File: src/rtl/psram_qpi_writer.sv
// ---------------------------------------------------------------------------
// psram_qpi_writer
//
// Drains a show-ahead write FIFO into a QPI PSRAM using fixed-length
// Quad Write (0x38) bursts. Each burst is:
//   CMD  : 2 nibbles (3, 8)
//   ADDR : 6 nibbles of {1'b0, addr[22:0]}, MSB nibble first, no wait cycles
//   DATA : 4*BURST_HW nibbles, each halfword sent [15:12] down to [3:0]
//   CEH  : CE_HIGH_CYCLES cycles of chip-enable high recovery
// The pin bus is shared; the block requests it via bus_req/bus_gnt and keeps
// bus_req high from acceptance until recovery ends.
//
// Optional feature (macro PSRAM_WR_STOP_AT_END_EN):
//   defined   - after the burst at the top of memory completes, mem_full is
//               set and no further bursts start until addr_load clears it.
//   undefined - address wraps to 0 and mem_full is tied low.
//
// Ports:
//   clk, reset          system clock (rising edge), async active-high reset
//   psram_ready         PSRAM QPI init sequence finished
//   enable              level, permits new bursts
//   addr_load, addr_in  one-cycle pulse loading the byte start address
//   bus_req, bus_gnt    PSRAM pin arbitration handshake
//   wrfifo_q            show-ahead FIFO head word
//   wrfifo_rdusedw      FIFO fill level
//   wrfifo_rdreq        one-cycle pop strobe
//   psram_cs_n          chip enable (active low), also clock-gate enable
//   psram_sio_out       QPI nibble, SIO[3] = MSB
//   psram_sio_dir       1 = FPGA drives SIO pins
//   psram_cmd_dir       1 = FPGA drives CMD pins
//   busy                burst in flight (acceptance through recovery)
//   mem_full            end of memory reached (macro builds only)
// ---------------------------------------------------------------------------
module psram_qpi_writer #(
    parameter int BURST_HW       = 16,
    parameter int CE_HIGH_CYCLES = 6
) (
    input  logic        clk,
    input  logic        reset,
    input  logic        psram_ready,
    input  logic        enable,
    input  logic        addr_load,
    input  logic [22:0] addr_in,
    output logic        bus_req,
    input  logic        bus_gnt,
    input  logic [15:0] wrfifo_q,
    input  logic [9:0]  wrfifo_rdusedw,
    output logic        wrfifo_rdreq,
    output logic        psram_cs_n,
    output logic [3:0]  psram_sio_out,
    output logic        psram_sio_dir,
    output logic        psram_cmd_dir,
    output logic        busy,
    output logic        mem_full
);

    localparam int DATA_CYC = 4 * BURST_HW;
    // Bursts are aligned to their own size (never below 32 bytes) so they
    // can never straddle a 1 KB page.
    localparam int ALIGN_RAW = $clog2(2 * BURST_HW);
    localparam int ALIGN     = (ALIGN_RAW < 5) ? 5 : ALIGN_RAW;
    localparam int CNT_W     = $clog2(DATA_CYC + CE_HIGH_CYCLES + 8);

    localparam logic [22:0]      ADDR_MASK = ~23'((1 << ALIGN) - 1);
    localparam logic [22:0]      ADDR_STEP = 23'(2 * BURST_HW);
    localparam logic [CNT_W-1:0] CMD_LAST  = CNT_W'(1);
    localparam logic [CNT_W-1:0] ADDR_LAST = CNT_W'(5);
    localparam logic [CNT_W-1:0] DATA_LAST = CNT_W'(DATA_CYC - 1);
    localparam logic [CNT_W-1:0] CEH_LAST  = CNT_W'(CE_HIGH_CYCLES - 1);

    typedef enum logic [2:0] {
        IDLE = 3'd0,
        CMD  = 3'd1,
        ADDR = 3'd2,
        DATA = 3'd3,
        CEH  = 3'd4
    } state_t;

    state_t           state_q, state_d;
    logic [CNT_W-1:0] cnt_q, cnt_d;
    logic [22:0]      addr_q, addr_d;    // next burst start address
    logic [22:0]      baddr_q, baddr_d;  // address of the burst in flight
    logic [15:0]      sh_q, sh_d;        // data nibble shifter
    logic             gap_q, gap_d;      // forces one bus_req-low IDLE cycle
    logic             full_q, full_d;

    logic             req_ok;
    logic             bus_req_c;
    logic [23:0]      addr24;

    assign addr24 = {1'b0, baddr_q};

    assign req_ok = psram_ready & enable & ~full_q & ~gap_q &
                    (wrfifo_rdusedw >= 10'(BURST_HW));

    always_ff @(posedge clk or posedge reset) begin
        if (reset) begin
            state_q <= IDLE;
            cnt_q   <= '0;
            addr_q  <= '0;
            baddr_q <= '0;
            sh_q    <= '0;
            gap_q   <= 1'b0;
            full_q  <= 1'b0;
        end else begin
            state_q <= state_d;
            cnt_q   <= cnt_d;
            addr_q  <= addr_d;
            baddr_q <= baddr_d;
            sh_q    <= sh_d;
            gap_q   <= gap_d;
            full_q  <= full_d;
        end
    end

    always_comb begin
        state_d       = state_q;
        cnt_d         = cnt_q + 1'b1;
        addr_d        = addr_q;
        baddr_d       = baddr_q;
        sh_d          = sh_q;
        gap_d         = 1'b0;
        full_d        = full_q;
        bus_req_c     = 1'b0;
        wrfifo_rdreq  = 1'b0;
        psram_cs_n    = 1'b1;
        psram_sio_out = 4'hF;
        psram_sio_dir = 1'b0;
        psram_cmd_dir = 1'b0;
        busy          = 1'b0;

        case (state_q)
            IDLE: begin
                bus_req_c = req_ok;
                cnt_d     = '0;
                // A load in the acceptance cycle takes priority; the burst
                // then starts a cycle later with the new address.
                if (addr_load) begin
                    addr_d = addr_in & ADDR_MASK;
                    full_d = 1'b0;
                end else if (req_ok && bus_gnt) begin
                    state_d = CMD;
                end
            end

            CMD: begin
                bus_req_c     = 1'b1;
                busy          = 1'b1;
                psram_cs_n    = 1'b0;
                psram_sio_dir = 1'b1;
                psram_cmd_dir = 1'b1;
                psram_sio_out = cnt_q[0] ? 4'h8 : 4'h3;
                if (cnt_q == CMD_LAST) begin
                    state_d = ADDR;
                    cnt_d   = '0;
                    baddr_d = addr_q;
                    addr_d  = addr_q + ADDR_STEP;  // wraps modulo 2^23
                end
            end

            ADDR: begin
                bus_req_c     = 1'b1;
                busy          = 1'b1;
                psram_cs_n    = 1'b0;
                psram_sio_dir = 1'b1;
                psram_cmd_dir = 1'b1;
                psram_sio_out = 4'(addr24 >> {3'd5 - cnt_q[2:0], 2'b00});
                if (cnt_q == ADDR_LAST) begin
                    // Preload the first halfword so data follows with no gap.
                    wrfifo_rdreq = 1'b1;
                    sh_d         = wrfifo_q;
                    state_d      = DATA;
                    cnt_d        = '0;
                end
            end

            DATA: begin
                bus_req_c     = 1'b1;
                busy          = 1'b1;
                psram_cs_n    = 1'b0;
                psram_sio_dir = 1'b1;
                psram_cmd_dir = 1'b1;
                psram_sio_out = sh_q[15:12];
                sh_d          = {sh_q[11:0], 4'h0};
                if (cnt_q == DATA_LAST) begin
                    state_d = CEH;
                    cnt_d   = '0;
`ifdef PSRAM_WR_STOP_AT_END_EN
                    // The pointer has already advanced; zero means this
                    // burst was the last one before the top of memory.
                    if (addr_q == '0) full_d = 1'b1;
`endif
                end else if (cnt_q[1:0] == 2'b11) begin
                    wrfifo_rdreq = 1'b1;
                    sh_d         = wrfifo_q;
                end
            end

            CEH: begin
                bus_req_c = 1'b1;
                busy      = 1'b1;
                if (cnt_q == CEH_LAST) begin
                    state_d = IDLE;
                    cnt_d   = '0;
                    gap_d   = 1'b1;
                end
            end

            default: begin
                state_d = IDLE;
                cnt_d   = '0;
            end
        endcase
    end

    // Gate with reset so the request is low while reset is held even if the
    // request conditions are already met.
    assign bus_req  = bus_req_c & ~reset;
    assign mem_full = full_q;

endmodule
File: config.mk
export PLATFORM = sky130hd
export DESIGN_NAME = psram_qpi_writer
export DESIGN_NICKNAME = d
export VERILOG_FILES = /design/src/rtl/psram_qpi_writer.sv
export SDC_FILE = /design/constraint.sdc
export NUM_CORES = 1
export LEC_CHECK = 0
export BUFFER_PORTS_ARGS = -buffer_cell sky130_fd_sc_hd__buf_2
export CAP_MARGIN = 20
export CORE_MARGIN = 2
export CORE_UTILIZATION = 50
export CTS_CLUSTER_DIAMETER = 60
export DETAILED_ROUTE_END_ITERATION = 10
export GPL_TIMING_DRIVEN = 0
export PLACE_DENSITY = 0.76
export SYNTH_ARGS = -nofsm -noshare
export SYNTH_HDL_FRONTEND = slang
export SYNTH_SLANG_ARGS = --single-unit
export TNS_END_PERCENT = 100
File: constraint.sdc
create_clock -name clk -period 2.2 [get_ports clk]
set_clock_uncertainty 0.1 [all_clocks]
set_input_delay 0 -clock clk [delete_from_list [all_inputs] [get_ports clk]]
set_output_delay 0 -clock clk [all_outputs]
set_load 0.02 [all_outputs]
After elaboration in Yosys (flattened, before gate mapping)
Cells that the tools add are included.
{"block": "classes", "addsub": 3, "n_lt_le_gt_ge": 1, "eq_ne": 15, "shift": 1, "n_mux": 29, "bitwise": 6, "reduce_logical": 11}
{"cell": "16-bit 2-to-1 mux", "n": 3}
{"cell": "23-bit 2-to-1 mux", "n": 2}
{"cell": "23-bit case mux with 2 select lines", "n": 1}
{"cell": "16-bit case mux with 2 select lines", "n": 1}
{"cell": "23-bit by 6-bit adder with 23-bit output, second input constant", "n": 1}
{"cell": "23-bit by 5-bit >> shifter with 4-bit output", "n": 1}
{"cell": "7-bit 2-to-1 mux", "n": 3}
{"cell": "7-bit case mux with 3 select lines", "n": 1}
{"cell": "3-bit 2-to-1 mux", "n": 6}
{"cell": "3-bit case mux with 5 select lines", "n": 1}
{"cell": "2-bit != test, second input constant", "n": 7}
{"cell": "4-bit case mux with 3 select lines", "n": 1}
{"cell": "10-bit by 5-bit greater-or-equal comparator with 1-bit output, second input constant", "n": 1}
{"cell": "7-bit by 1-bit adder with 7-bit output, second input constant", "n": 1}
{"cell": "7-bit by 1-bit == test with 1-bit output, second input constant", "n": 1}
{"cell": "7-bit by 3-bit == test with 1-bit output, second input constant", "n": 1}
{"cell": "7-bit by 6-bit == test with 1-bit output, second input constant", "n": 1}
{"cell": "1-bit 2-to-1 mux", "n": 7}
{"cell": "3-bit by 2-bit == test with 1-bit output, second input constant", "n": 2}
{"cell": "6-bit AND reduction", "n": 1}
{"cell": "1-bit bitwise AND", "n": 4}
{"cell": "4-bit 2-to-1 mux", "n": 1}
{"cell": "1-bit case mux with 2 select lines", "n": 2}
{"cell": "2-bit AND reduction", "n": 2}
{"cell": "other kinds (12)", "n": 14}
{"block": "totals", "ff_bits": 73, "input_bits": 55, "word_cells": 72}

Longest topological paths before layout
{"block": "depth", "ltp_word": 7, "depth_mapped": 9, "mapped_depth_nobuf": 7}

Least setup slack after synthesis
Ideal clock, no wire load.
{"block": "synth_path", "kind": "register to register", "start": "reg cnt_q[1]", "end": "reg sh_q[4]", "setup_time_ns": 0.126, "t_arrival_ns": 1.866, "t_required_ns": 1.974, "path_slack_ns": 0.108, "path_stages_with_launch": 10, "n_path_buf": 2, "path_cell_list": "dfrtp_1 -> clkbuf_1 -> inv_1 -> ha_1 -> nor3b_2 -> nand3_1 -> a21oi_2 -> buf_4 -> nor2b_1 -> a221o_1"}
{"block": "synth_between", "elab_chain_len": 4}
{"item": "start, declared", "line": "80", "rtl": "logic [CNT_W-1:0] cnt_q, cnt_d;"}
{"item": "start signal, assigned", "line": "107", "rtl": "cnt_q <= cnt_d;"}
{"item": "2-bit == test", "line": "193", "rtl": "end else if (cnt_q[1:0] == 2'b11) begin"}
{"item": "16-bit 2-to-1 mux", "line": "193"}
{"item": "16-bit 2-to-1 mux", "line": "185", "rtl": "if (cnt_q == DATA_LAST) begin"}
{"item": "16-bit case mux with 2 select lines", "line": "132", "rtl": "case (state_q)"}
{"item": "end signal, assigned", "line": "102", "rtl": "sh_q <= '0;"}
{"item": "end signal, assigned", "line": "110", "rtl": "sh_q <= sh_d;"}
{"item": "end, declared", "line": "83", "rtl": "logic [15:0] sh_q, sh_d;"}
Several ways; a longest one is shown, not always the timed one.
A chain may end at the register's enable or synchronous reset.

Final worst setup path
{"block": "layout_path", "start": "reg cnt_q[1]", "end": "out psram_sio_out[1]"}
{"block": "layout_between", "elab_chain_len": 3}
{"item": "3-bit subtractor", "line": "167", "rtl": "psram_sio_out = 4'(addr24 >> {3'd5 - cnt_q[2:0], 2'b00});"}
{"item": "23-bit by 5-bit >> shifter with 4-bit output", "line": "167"}
{"item": "4-bit case mux with 3 select lines", "line": "132"}
{"item": "end, declared", "line": "50", "rtl": "output logic [3:0] psram_sio_out,"}
Every way passes these cells.

==> flow_summary.json <==
{
  "status": "finished with violations",
  "violations": "negative setup slack",
  "max_slew_margin": 0.583,
  "muxShareOfSynthArea": 0.0932,
  "drv_slew": 0,
  "ys_seq_elements": 63,
  "startpoint_type": "flip-flop",
  "ir_worst_vdd_uv": 382,
  "die_w_um": 87.4,
  "overflow": 0,
  "io_pins": 66,
  "crit_fanout": 8,
  "yosysUniqueCellTypes": 61,
  "path_class": "flip-flop to output pin",
  "vias": 3309,
  "initial_core_util": 0.515,
  "wl_per_cell_um": 17.3,
  "synth_area_leaders": "dfrtp_1, mux2_2, a21oi_1",
  "hold_violations": 0,
  "die_h_um": 87.4,
  "swShare": 0.219,
  "clkTransAtPathRegs_ns": 0.08,
  "power_uw": 2610,
  "rsz0062_at_grt": "true",
  "io_buffers": 55,
  "die-area_sq_um": 7640,
  "power_density_nw_per_um2": 547,
  "setup_viol": 1,
  "synthFlopType": "dfrtp_1",
  "finalCritPeriodShare": 1.02,
  "worstPathRequired_ns": 2.10,
  "combPwrFrac": 0.067,
  "grt_pass1_vias": 3268,
  "clock_latency_ns": 0.35,
  "grt_max_degree": 37,
  "timing.final.ws_setup_ns": -0.0529,
  "synth_xor_area_frac": 0.0101,
  "syn_area_sq_um": 3480,
  "p_leak_uw": 0.00217,
  "yosys-top-cells-count": "dfrtp_1, nor2_1, a21oi_1, nand2_1, o21ai_0",
  "hold_path_class": "input pin to flip-flop",
  "antenna_found_initial": 0,
  "synth_edf_count": 0,
  "syn-instance-count": 350,
  "stdcell_area_sq_um": 4760,
  "synth_top_family_by_area": "compound AO/OA/AOI/OAI gates",
  "syn_nets": 409,
  "ant_nets": 0,
  "grt_usage": 0.266,
  "seqPwrFrac": 0.454,
  "core-area_sq_um": 6760,
  "htree_num_levels": 3,
  "crit_path_end_kind": "output pin",
  "wirelength_um": 9650,
  "netlist.area_leader.share": 0.453,
  "drive_gt1_frac": 0.331,
  "ys_seq_area_frac": 0.453,
  "drt_iter0_markers": 261,
  "cts.sinks": 63,
  "synth_compound_area_frac": 0.198,
  "cts_tree": "yes",
  "cts_buffers": 9,
  "syn_to_final_growth_pct": 36.9,
  "cts_root_buf": "clkbuf_8",
  "synthAdderAreaFrac": 0.0144,
  "gp_congestion": 0.879,
  "syn_avg_cell_area_sq_um": 9.94,
  "async_flop_share": 1.00,
  "pwr-share-clk": 0.479,
  "fillCellCount": 495,
  "drv_cap": 0,
  "synth_area_leader_cell": "dfrtp_1",
  "min_period_ns": 2.25,
  "clockBufferDepth": 2,
  "p_switching_uw": 572,
  "routed_via_density": 5.93,
  "row_count": 30,
  "yosys.area_share.simple": 0.184,
  "worst-slew-pin-transition_ns": 0.620,
  "drc": 0,
  "crit_arrival_ns": 2.15,
  "final_nets": 532,
  "dr.pass1.iters": 5,
  "p_int_uw": 2030,
  "grt_pass1_wl_um": 15700,
  "ys.warnings.count": 0,
  "diodes": 0,
  "yosysMostFrequentCell": "dfrtp_1",
  "dp_hpwl_um": 5960,
  "place_area_sq_um": 3870,
  "timing.fmax_mhz": 444
}
path summary, 6_finish.rpt:
check | startpoint | endpoint | slack (ns) | depth (start not counted)
setup / recovery | cnt_q[1] | psram_sio_out[1] | -0.05 | 7
min in group asynchronous | reset | gap_q | 0.18 | 3
hold / removal | bus_gnt | state_q[0] | 0.04 | 4
hold reg to reg | sh_q[7] | sh_q[11] | 0.40 | 1
max in group asynchronous | reset | addr_q[10] | 1.22 | 4
setup reg to reg | cnt_q[1] | state_q[0] | 0.05 | 8
layer usage:
metal	GRT usage	part of all wire	up-vias
li1	-	-	1536
met1	0.360	0.44	1623
met2	0.433	0.49	126
met3	0.0474	0.051	24
met4	0.0839	0.019	0
met5	0	0	-
logic make-up after synthesis:
kind of cell,count (synthesis)
AOI/OAI and AO/OA,99
xor gates and xnor gates,4
adders and majority gates,4
buffers and inverters,28
DFF,63
muxes,30
other,1
and+or+nand+nor,121
cells in the final DEF, fill, tap and decap left out, types with 15 or more instances in the layout:
| cell | instances |
|---|---|
| a21oi_1 | 27 |
| buf_2 | 57 |
| buf_4 | 24 |
| dfrtp_1 | 62 |
| dlygate4sd3_1 | 38 |
| mux2_2 | 19 |
| nand2_1 | 23 |
| nand3_1 | 15 |
| nor2_1 | 30 |
| o21ai_0 | 20 |
flip-flops by register name, summed over array words and instances (netlist names):
register and cells:
gap_q 1, cnt_q 7, baddr_q 18, sh_q 16, addr_q 18, state_q 3
power by group through the flow:
stage,clock [uW],sequential (uW),combinational [uW]
2_1_floorplan,0,1200,60.4
3_3_place_gp,0,1210,114
3_5_place_dp,0,1210,121
4_1_cts,1250,1180,172
5_1_grt,1310,1180,193
6_report,1250,1180,175
stage by stage:
stage	setup TNS (ns)	util	hold WS, ns	std cells	worst slack [ns]
after floorplan	0	-	-0.0113	350	0.108
after global placement	-22.87	0.570	0.134	485	-0.279
after detailed placement	-6.50	0.573	0.0197	486	-0.295
after CTS	0	0.693	0.0284	553	0.00217
after global routing	-0.262	0.705	0.0747	558	-0.0856
final	-0.0529	0.705	0.0441	558	-0.0529
final cells by class:
type,instances,area (sq um),share of cell area
buffer,21,160,0.0336
clock buffer,9,124,0.0260
clock inverter,7,120,0.0252
inverter,6,25.0,0.00525
multi-input combinational,259,1820,0.383
sequential,63,1580,0.331
tap,80,100,0.0210
timing repair buffer,113,833,0.175
worst max-delay path, stage by stage (launching register included):
cell and delay, ns:
dfrtp_1 0.40, buf_4 0.16, ha_4 0.31, nor3_1 0.06
a311oi_1 0.30, nand3_1 0.16, a31o_2 0.26, buf_4 0.16
timing repair:
| action | in CTS | in global routing |
|---|---|---|
| pin swaps | 5 | 8 |
| hold endpoints to repair | 62 | 0 |
| setup buffers | 13 | 6 |
| hold buffers | 38 | 0 |
| setup endpoints to repair | 50 | 43 |
| resized for setup | 20 | 21 |
Power figures use the tool's default switching activity.
